<file path="src/rtl/ctrl_pkg.sv">
// Shared encodings for the multi-cycle control unit: instruction fields,
// ALU operation codes, FSM states, instruction classes and the control bundle.
package ctrl_pkg;

   localparam logic [5:0] OP_R    = 6'b000000;
   localparam logic [5:0] OP_ADDI = 6'b001000;
   localparam logic [5:0] OP_SUBI = 6'b101010;
   localparam logic [5:0] OP_LW   = 6'b100011;
   localparam logic [5:0] OP_SW   = 6'b101011;
   localparam logic [5:0] OP_BEQ  = 6'b000100;
   localparam logic [5:0] OP_BNE  = 6'b000101;
   localparam logic [5:0] OP_BGT  = 6'b000111;
   localparam logic [5:0] OP_BLT  = 6'b000001;
   localparam logic [5:0] OP_J    = 6'b000010;
   localparam logic [5:0] OP_JAL  = 6'b000011;
   localparam logic [5:0] OP_JR   = 6'b001111;
   localparam logic [5:0] OP_OUT  = 6'b101110;
   localparam logic [5:0] OP_HALT = 6'b111111;

   localparam logic [5:0] FN_MULT = 6'b011000;
   localparam logic [5:0] FN_DIV  = 6'b011010;
   localparam logic [5:0] FN_ADD  = 6'b100000;
   localparam logic [5:0] FN_SUB  = 6'b100010;
   localparam logic [5:0] FN_AND  = 6'b100100;
   localparam logic [5:0] FN_OR   = 6'b100101;
   localparam logic [5:0] FN_SLT  = 6'b101010;
   localparam logic [5:0] FN_COMP = 6'b111111;

   // Several codes are shared: BNE reuses COMP, BLT reuses SLT.
   localparam logic [3:0] ALU_AND  = 4'b0000;
   localparam logic [3:0] ALU_OR   = 4'b0001;
   localparam logic [3:0] ALU_ADD  = 4'b0010;
   localparam logic [3:0] ALU_CMP  = 4'b0011;
   localparam logic [3:0] ALU_BGT  = 4'b0100;
   localparam logic [3:0] ALU_SLT  = 4'b0101;
   localparam logic [3:0] ALU_SUB  = 4'b0110;
   localparam logic [3:0] ALU_MULT = 4'b1000;
   localparam logic [3:0] ALU_DIV  = 4'b1001;
   localparam logic [3:0] ALU_BEQ  = 4'b1010;
   localparam logic [3:0] ALU_BAD  = 4'b1111;

   typedef enum logic [2:0] {
      ST_FETCH,
      ST_DECODE,
      ST_EXEC,
      ST_MULDIV_WAIT,
      ST_MEM,
      ST_WB,
      ST_OUT_WAIT,
      ST_HALTED
   } state_e;

   typedef enum logic [2:0] {
      CL_NOP,
      CL_ALU,
      CL_MULDIV,
      CL_LOAD,
      CL_STORE,
      CL_BRANCH,
      CL_OUT,
      CL_HALT
   } class_e;

   typedef struct packed {
      logic       reg_dst;
      logic       jump;
      logic       branch;
      logic       mem_to_reg;
      logic       alu_src;
      logic       jal;
      logic       jr;
      logic [3:0] alu_ctr;
   } ctrl_t;

   localparam ctrl_t CTRL_NONE = '0;

endpackage

</file>
<file path="src/rtl/control_decoder.sv">
// Combinational instruction decoder: {opcode, funct} to control bundle,
// instruction class and illegal flag.
module control_decoder
   import ctrl_pkg::*;
#(
   parameter int OPCODE_W = 6,
   parameter int FUNCT_W  = 6
) (
   input  logic [OPCODE_W-1:0] opcode_i,
   input  logic [FUNCT_W-1:0]  funct_i,
   output ctrl_t               ctrl_o,
   output class_e              class_o,
   output logic                illegal_o
);

   always_comb begin
      // NOTE: every output is given a default first so no path through the case infers a latch.
      ctrl_o    = CTRL_NONE;
      class_o   = CL_NOP;
      illegal_o = 1'b0;
      case (opcode_i)
         OP_R: begin
            ctrl_o.reg_dst = 1'b1;
            class_o        = CL_ALU;
            case (funct_i)
               FN_MULT: begin
                  ctrl_o.alu_ctr = ALU_MULT;
                  class_o        = CL_MULDIV;
               end
               FN_DIV: begin
                  ctrl_o.alu_ctr = ALU_DIV;
                  class_o        = CL_MULDIV;
               end
               FN_ADD:  ctrl_o.alu_ctr = ALU_ADD;
               FN_SUB:  ctrl_o.alu_ctr = ALU_SUB;
               FN_AND:  ctrl_o.alu_ctr = ALU_AND;
               FN_OR:   ctrl_o.alu_ctr = ALU_OR;
               FN_SLT:  ctrl_o.alu_ctr = ALU_SLT;
               FN_COMP: ctrl_o.alu_ctr = ALU_CMP;
               default: begin
                  // Unknown funct retires as a NOP with no datapath selects.
                  ctrl_o         = CTRL_NONE;
                  ctrl_o.alu_ctr = ALU_BAD;
                  class_o        = CL_NOP;
                  illegal_o      = 1'b1;
               end
            endcase
         end
         OP_ADDI: begin
            ctrl_o.alu_src = 1'b1;
            ctrl_o.alu_ctr = ALU_ADD;
            class_o        = CL_ALU;
         end
         OP_SUBI: begin
            ctrl_o.alu_src = 1'b1;
            ctrl_o.alu_ctr = ALU_SUB;
            class_o        = CL_ALU;
         end
         OP_LW: begin
            ctrl_o.alu_src    = 1'b1;
            ctrl_o.mem_to_reg = 1'b1;
            ctrl_o.alu_ctr    = ALU_ADD;
            class_o           = CL_LOAD;
         end
         OP_SW: begin
            ctrl_o.alu_src = 1'b1;
            ctrl_o.alu_ctr = ALU_ADD;
            class_o        = CL_STORE;
         end
         OP_BEQ: begin
            ctrl_o.branch  = 1'b1;
            ctrl_o.alu_ctr = ALU_BEQ;
            class_o        = CL_BRANCH;
         end
         OP_BNE: begin
            ctrl_o.branch  = 1'b1;
            ctrl_o.alu_ctr = ALU_CMP;
            class_o        = CL_BRANCH;
         end
         OP_BGT: begin
            ctrl_o.branch  = 1'b1;
            ctrl_o.alu_ctr = ALU_BGT;
            class_o        = CL_BRANCH;
         end
         OP_BLT: begin
            ctrl_o.branch  = 1'b1;
            ctrl_o.alu_ctr = ALU_SLT;
            class_o        = CL_BRANCH;
         end
         OP_J: begin
            ctrl_o.jump = 1'b1;
            class_o     = CL_BRANCH;
         end
         OP_JAL: begin
            ctrl_o.jump = 1'b1;
            ctrl_o.jal  = 1'b1;
            class_o     = CL_ALU;
         end
         OP_JR: begin
            ctrl_o.jr = 1'b1;
            class_o   = CL_BRANCH;
         end
         OP_OUT:  class_o = CL_OUT;
         OP_HALT: class_o = CL_HALT;
         default: begin
            ctrl_o.alu_ctr = ALU_BAD;
            illegal_o      = 1'b1;
         end
      endcase
   end

endmodule

</file>
<file path="src/rtl/multicycle_control_unit.sv">
// Multi-cycle instruction sequencer: FETCH/DECODE/EXEC/MEM/WB with handshake
// waits, stretched MULT/DIV, OUT handshake, sticky HALT and retire pulse.
module multicycle_control_unit
   import ctrl_pkg::*;
#(
   parameter int INSTR_W    = 32,
   parameter int OPCODE_W   = 6,
   parameter int FUNCT_W    = 6,
   parameter int ALU_CTR_W  = 4,
   parameter int MULDIV_LAT = 4
) (
   input  logic                 clk,
   input  logic                 reset,
   input  logic [INSTR_W-1:0]   instr,
   input  logic                 imem_ready,
   input  logic                 dmem_ready,
   input  logic                 out_ack,
   output logic                 ir_load,
   output logic                 pc_en,
   output logic                 RegDst,
   output logic                 jump,
   output logic                 Branch,
   output logic                 MemtoReg,
   output logic                 ALUSrc,
   output logic                 Jal,
   output logic                 JR,
   output logic [ALU_CTR_W-1:0] ALU_ctr,
   output logic                 reg_write,
   output logic                 mem_read,
   output logic                 mem_write,
   output logic                 alu_start,
   output logic                 out_valid,
   output logic                 halted,
   output logic                 illegal
);

   localparam int CNT_W = $clog2(MULDIV_LAT) + 1;

   state_e              state_q, state_d;
   class_e              cls_q, cls_d, dec_cls;
   ctrl_t               ctrl_q, ctrl_d, dec_ctrl, sel;
   logic [OPCODE_W-1:0] opcode_q, opcode_d;
   logic [FUNCT_W-1:0]  funct_q, funct_d;
   logic [CNT_W-1:0]    cnt_q, cnt_d;
   logic                dec_illegal;
   logic                unused_instr_bits;

   // Only opcode and funct steer control; the operand fields go to the datapath IR.
   assign unused_instr_bits = ^instr[INSTR_W-OPCODE_W-1:FUNCT_W];

   control_decoder #(
      .OPCODE_W (OPCODE_W),
      .FUNCT_W  (FUNCT_W)
   ) u_decoder (
      .opcode_i  (opcode_q),
      .funct_i   (funct_q),
      .ctrl_o    (dec_ctrl),
      .class_o   (dec_cls),
      .illegal_o (dec_illegal)
   );

   always_ff @(posedge clk) begin
      // NOTE: sequential state uses non-blocking assignments so every flop samples pre-edge values.
      if (reset) begin
         state_q  <= ST_FETCH;
         cls_q    <= CL_NOP;
         ctrl_q   <= CTRL_NONE;
         opcode_q <= '0;
         funct_q  <= '0;
         cnt_q    <= '0;
      end else begin
         state_q  <= state_d;
         cls_q    <= cls_d;
         ctrl_q   <= ctrl_d;
         opcode_q <= opcode_d;
         funct_q  <= funct_d;
         cnt_q    <= cnt_d;
      end
   end

   always_comb begin
      state_d   = state_q;
      cls_d     = cls_q;
      ctrl_d    = ctrl_q;
      opcode_d  = opcode_q;
      funct_d   = funct_q;
      cnt_d     = cnt_q;
      ir_load   = 1'b0;
      pc_en     = 1'b0;
      reg_write = 1'b0;
      mem_read  = 1'b0;
      mem_write = 1'b0;
      alu_start = 1'b0;
      out_valid = 1'b0;
      illegal   = 1'b0;
      case (state_q)
         ST_FETCH: begin
            if (imem_ready) begin
               ir_load  = 1'b1;
               opcode_d = instr[INSTR_W-1 -: OPCODE_W];
               funct_d  = instr[FUNCT_W-1:0];
               state_d  = ST_DECODE;
            end
         end
         ST_DECODE: begin
            ctrl_d  = dec_ctrl;
            cls_d   = dec_cls;
            illegal = dec_illegal;
            case (dec_cls)
               CL_HALT: state_d = ST_HALTED;
               CL_OUT:  state_d = ST_OUT_WAIT;
               default: state_d = ST_EXEC;
            endcase
         end
         ST_EXEC: begin
            case (cls_q)
               CL_MULDIV: begin
                  alu_start = 1'b1;
                  if (MULDIV_LAT > 1) begin
                     cnt_d   = CNT_W'(MULDIV_LAT - 1);
                     state_d = ST_MULDIV_WAIT;
                  end else begin
                     state_d = ST_WB;
                  end
               end
               CL_LOAD, CL_STORE: state_d = ST_MEM;
               CL_ALU:            state_d = ST_WB;
               default: begin
                  // Branches, jumps and NOPs retire straight out of EXEC.
                  pc_en   = 1'b1;
                  state_d = ST_FETCH;
               end
            endcase
         end
         ST_MULDIV_WAIT: begin
            cnt_d = cnt_q - 1'b1;
            if (cnt_q == CNT_W'(1)) state_d = ST_WB;
         end
         ST_MEM: begin
            mem_read  = (cls_q == CL_LOAD);
            mem_write = (cls_q == CL_STORE);
            if (dmem_ready) begin
               if (cls_q == CL_STORE) begin
                  pc_en   = 1'b1;
                  state_d = ST_FETCH;
               end else begin
                  state_d = ST_WB;
               end
            end
         end
         ST_WB: begin
            reg_write = 1'b1;
            pc_en     = 1'b1;
            state_d   = ST_FETCH;
         end
         ST_OUT_WAIT: begin
            out_valid = 1'b1;
            if (out_ack) begin
               pc_en   = 1'b1;
               state_d = ST_FETCH;
            end
         end
         ST_HALTED: state_d = ST_HALTED;
         default:   state_d = ST_FETCH;
      endcase
      // Reset wins over any handshake: the in-flight strobe never reaches the datapath.
      if (reset) begin
         ir_load   = 1'b0;
         pc_en     = 1'b0;
         reg_write = 1'b0;
         mem_read  = 1'b0;
         mem_write = 1'b0;
         alu_start = 1'b0;
         out_valid = 1'b0;
         illegal   = 1'b0;
      end
   end

   // Decoder drives the selects during DECODE so they are valid one cycle early.
   assign sel      = (state_q == ST_DECODE) ? dec_ctrl : ctrl_q;
   assign RegDst   = sel.reg_dst;
   assign jump     = sel.jump;
   assign Branch   = sel.branch;
   assign MemtoReg = sel.mem_to_reg;
   assign ALUSrc   = sel.alu_src;
   assign Jal      = sel.jal;
   assign JR       = sel.jr;
   assign ALU_ctr  = ALU_CTR_W'(sel.alu_ctr);
   assign halted   = (state_q == ST_HALTED);

endmodule

</file>
<file path="config.mk">
export PLATFORM = sky130hd
export DESIGN_NAME = multicycle_control_unit
export DESIGN_NICKNAME = d
export VERILOG_FILES = /design/src/rtl/ctrl_pkg.sv /design/src/rtl/control_decoder.sv /design/src/rtl/multicycle_control_unit.sv
export SDC_FILE = /design/constraint.sdc
export NUM_CORES = 1
export LEC_CHECK = 0
export BUFFER_PORTS_ARGS = -buffer_cell sky130_fd_sc_hd__buf_2
export CORE_MARGIN = 5
export CORE_UTILIZATION = 25
export DETAILED_ROUTE_END_ITERATION = 10
export PLACE_DENSITY = 0.5
export SETUP_SLACK_MARGIN = 0.15
export SLEW_MARGIN = 20
export SYNTH_ARGS = -nofsm -noshare
export SYNTH_HDL_FRONTEND = slang
export SYNTH_SLANG_ARGS = --single-unit
</file>
<file path="constraint.sdc">
create_clock -name clk -period 2.45 [get_ports clk]
set_input_delay 0.3675 -clock clk [delete_from_list [all_inputs] [get_ports clk]]
set_output_delay 0.3675 -clock clk [all_outputs]
set_load 0.05 [all_outputs]
</file>
==> impl_metrics.csv <==
group,metric,value,unit
run_status,outcome,"complete, but fails checks",
run_status,violated_checks,"negative setup slack",
power,comb_power_share,42.4,%
power,power-per-cell-area,693,nW/um2
yosys,mappedNetlistArea,2110,um2
power,max-vdd-ir-drop,0.000493,V
die,die-area,10400,um2
setup_path,worst_r2r_path_depth,6,
setup_path,critical_path_arrival,2120,ps
timing,drv_slew,0,
layout,design.final.nets,373,
placed_design,numPortBuffers,36,
setup_path,critical_path_required,2080,ps
clock_network,tritoncts.num_buffers,5,
timing,clock-skew-final,7.16,ps
clock_network,clock_sink_count,32,
yosys,netlist.top_cell.by_area,"sky130_fd_sc_hd__dfxtp_1",
timing,finalWorstPathRequiredPeriod,2490,ps
clock_network,cts_tree,"yes",
die,row_count,33,
timing,postLayoutSetupSlackWorst,-41.6,ps
grt,grt_remaining_overflow,0,
detailed_routing,first_pass_detailed_route_iteration_total,5,
yosys,synthTopCellsByArea,"sky130_fd_sc_hd__dfxtp_1 30%, sky130_fd_sc_hd__nand2_1 8.5%, sky130_fd_sc_hd__a21oi_1 6.4%, sky130_fd_sc_hd__nor2_1 4.3%, sky130_fd_sc_hd__o21ai_0 4.0%",
die,die_width,102,um
yosys,yosysTopAreaCellShare,30.4,%
clock_network,clockBufferDepth,2,
yosys,synth_edf_count,0,
yosys,leading_post_synthesis_cells_by_instance_count,"48 x sky130_fd_sc_hd__nand2_1, 32 x sky130_fd_sc_hd__dfxtp_1, 27 x sky130_fd_sc_hd__a21oi_1, 24 x sky130_fd_sc_hd__nor2_1",
worst_hold_path,hold_path_startpoint,"instr[1]",
power,power.internal,1140,uW
detailed_routing,wl_per_cell,13.9,um
setup_path,reg2reg_setup_slack,410,ps
yosys,synthMostInstantiatedCell,"sky130_fd_sc_hd__nand2_1",
power,seq_power_share,33.4,%
detailed_routing,wl,6.11,mm
layout,diodes,0,
timing,worst_slew_pin_slew,423,ps
timing,grt_setup_unrepaired,"true",
grt,grt_first_pass_wirelength,10.5,mm
yosys,syn_area_per_cell,7.17,um2
setup_path,critical_path_start_end_classification,"register to output pin",
die,initial_utilization,25.7,%
placed_design,place_hpwl,4.55,mm
clock_network,clkTransAtPathRegs,70,ps
placed_design,gp_routability_congestion,0.886,
yosys,synth_cells,294,
timing,timing.final.hold_violations,0,
timing,fmax,401,MHz
yosys,synth.yosys.seq_area_share,30.4,%
clock_network,worst_skew_pair_latency,280,ps
die,io_pins,57,
detailed_routing,vias_per_cell,4.99,
clock_network,cts-htree-levels,2,
die,floorplan.core_area,8220,um2
power,switching_power,725,uW
grt,groute.usage.overall,12.6,%
yosys,yosys_most_used_dff,"sky130_fd_sc_hd__dfxtp_1",
layout,layout-area-overhead-vs-synth,27.4,%
timing,finalSetupViolCount,1,
timing,min_period_over_period,102,%
yosys,yosysWarningCount,0,
worst_hold_path,hp-class,"primary input to register",
setup_path,end_kind,"output pin",
detailed_routing,drt_iter0_drc,122,
setup_path,critical_path.max_fanout,3,
layout,post-route-util,32.7,%
power,clock_power_share,24.2,%
setup_path,worst_r2r_endpoint,"state_q[2]$_SDFFE_PP0P_",
yosys,post_synth_num_cell_types,57,
setup_path,critical_path.startpoint_type,"register",
grt,antenna_found_initial,0,
power,static-leakage-power,0.00102,uW
worst_hold_path,endpoint_of_the_worst_hold_path,"funct_q[1]$_SDFFE_PP0P_",
die,die_height,102,um
worst_hold_path,worst_hold_path.num_cells,3,
yosys,ys_seq_elements,32,
clock_network,clock-root-buffer,"sky130_fd_sc_hd__clkbuf_8",
flow_run,maxCapViolCount,0,
yosys,synth_nets,333,
layout,fraction_of_final_layout_cells_sized_beyond_drive_strength_1,25.1,%
power,p_sw_share,39.0,%
grt,grt_start_max_net_pins,31,
timing,worst_slew_margin_rel,71.8,%
placed_design,placement.setup.worst_slack,149,ps
detailed_routing,ant_nets,0,
yosys,asyncSetResetFlopFracSynth,0,%
detailed_routing,vias,2191,
detailed_routing,drcViolationCount,0,
grt,via_count_of_the_first_global_routing_pass,2076,
setup_path,regToRegStartpoint,"opcode_q[4]$_SDFFE_PP0P_",
==> state kept, by name (all words and copies together), names as in the netlist <==
| name | count |
|---|---|
| funct_q | 6 |
| ctrl_q | 11 |
| cls_q | 3 |
| opcode_q | 6 |
| state_q | 3 |
| cnt_q | 3 |
==> per-layer routing <==
layer	share of wire (%)	global-route usage, %	wire [um]
met4	0.79	3.53	48
met3	4.5	3.14	278
met5	0	0	0
met2	45	19.4	2770
met1	49	17.5	3010
==> through the flow <==
stage	cell area [um2]	setup TNS [ps]	std cells	hold WS [ps]	power [uW]
after detailed placement	2490	0	431	463	1350
after CTS	2660	-105	438	318	1870
after global routing	2690	-409	439	315	1990
after global placement	2490	0	431	456	1350
final	2690	-41.6	439	315	1860
after floorplan	2130	0	294	444	1150
==> what timing repair did <==
item	in CTS	in global routing
pin swaps	3	0
resized for setup	21	12
hold buffers	0	0
setup buffers	0	1
endpoints found under the setup margin	8	11
==> how the worst max path moves through the flow <==
stage	startpoint	endpoint	slack, ps
after floorplan	opcode_q[0]$_SDFFE_PP0P_	ALU_ctr[1]	170
after global placement	opcode_q[4]$_SDFFE_PP0P_	ALU_ctr[2]	140
after detailed placement	opcode_q[4]$_SDFFE_PP0P_	ALU_ctr[2]	150
after CTS	opcode_q[4]$_SDFFE_PP0P_	ALU_ctr[2]	-60
after global routing	opcode_q[4]$_SDFFE_PP0P_	ALU_ctr[2]	-110
final	opcode_q[4]$_SDFFE_PP0P_	ALU_ctr[2]	-40
==> layout by cell type (no fill, tap or decap), types with 2 or more instances in the layout <==
cell type,n
sky130_fd_sc_hd__dfxtp_2,4
sky130_fd_sc_hd__a21o_1,2
sky130_fd_sc_hd__nand2_1,48
sky130_fd_sc_hd__nor3_1,9
sky130_fd_sc_hd__mux2i_1,2
sky130_fd_sc_hd__nand4_1,2
sky130_fd_sc_hd__a211oi_1,5
sky130_fd_sc_hd__ha_1,2
sky130_fd_sc_hd__nor2b_1,12
sky130_fd_sc_hd__o221ai_1,2
sky130_fd_sc_hd__o221ai_2,2
sky130_fd_sc_hd__clkbuf_4,3
sky130_fd_sc_hd__a21oi_1,27
sky130_fd_sc_hd__a2bb2oi_1,3
sky130_fd_sc_hd__buf_6,3
sky130_fd_sc_hd__nand3_1,6
sky130_fd_sc_hd__nor3_2,2
sky130_fd_sc_hd__clkbuf_8,7
sky130_fd_sc_hd__inv_1,11
sky130_fd_sc_hd__o21ai_1,4
sky130_fd_sc_hd__buf_2,25
sky130_fd_sc_hd__buf_4,24
sky130_fd_sc_hd__xnor2_1,3
sky130_fd_sc_hd__nor2_1,23
sky130_fd_sc_hd__and2_1,4
sky130_fd_sc_hd__dfxtp_1,28
sky130_fd_sc_hd__nor4_1,2
sky130_fd_sc_hd__nand2b_1,7
sky130_fd_sc_hd__a32o_1,4
sky130_fd_sc_hd__o31ai_1,2
sky130_fd_sc_hd__o211ai_1,3
sky130_fd_sc_hd__and3_1,5
sky130_fd_sc_hd__o21ai_0,13
==> worst max-delay path, stage by stage (launching register included) <==
cell,delay (ps)
sky130_fd_sc_hd__dfxtp_1,310
sky130_fd_sc_hd__or4_4,550
sky130_fd_sc_hd__or3_4,360
sky130_fd_sc_hd__a31o_1,200
sky130_fd_sc_hd__o22ai_2,80
sky130_fd_sc_hd__o22a_2,180
sky130_fd_sc_hd__buf_8,150
==> final cells by class <==
type	count	area (um2)
well taps	105	131
fillers	868	5530
inverters	11	41.3
multi-input cells	228	1400
flip-flops and latches	32	646
repair buffers	56	377
clock buffers	7	96.3
==> cell families after synthesis <==
family	count (synthesis)	share of synthesized area (%)
adder cells (fa/ha/maj)	2	1.19
XOR/XNOR	4	1.66
AND/OR/NAND/NOR	129	29.7
flip-flops	32	30.4
buffers and inverters	34	6.41
AO/OA/AOI/OAI	90	29.1
multiplexers	3	1.48
==> power by group through the flow <==
stage | Combinational, uW | Clock (uW) | Sequential (uW)
after floorplan | 541 | 0 | 611
after global placement | 720 | 0 | 630
after detailed placement | 721 | 0 | 631
after CTS | 784 | 464 | 620
after global routing | 869 | 493 | 630
final | 790 | 450 | 622
Power figures use the tool's default switching activity.
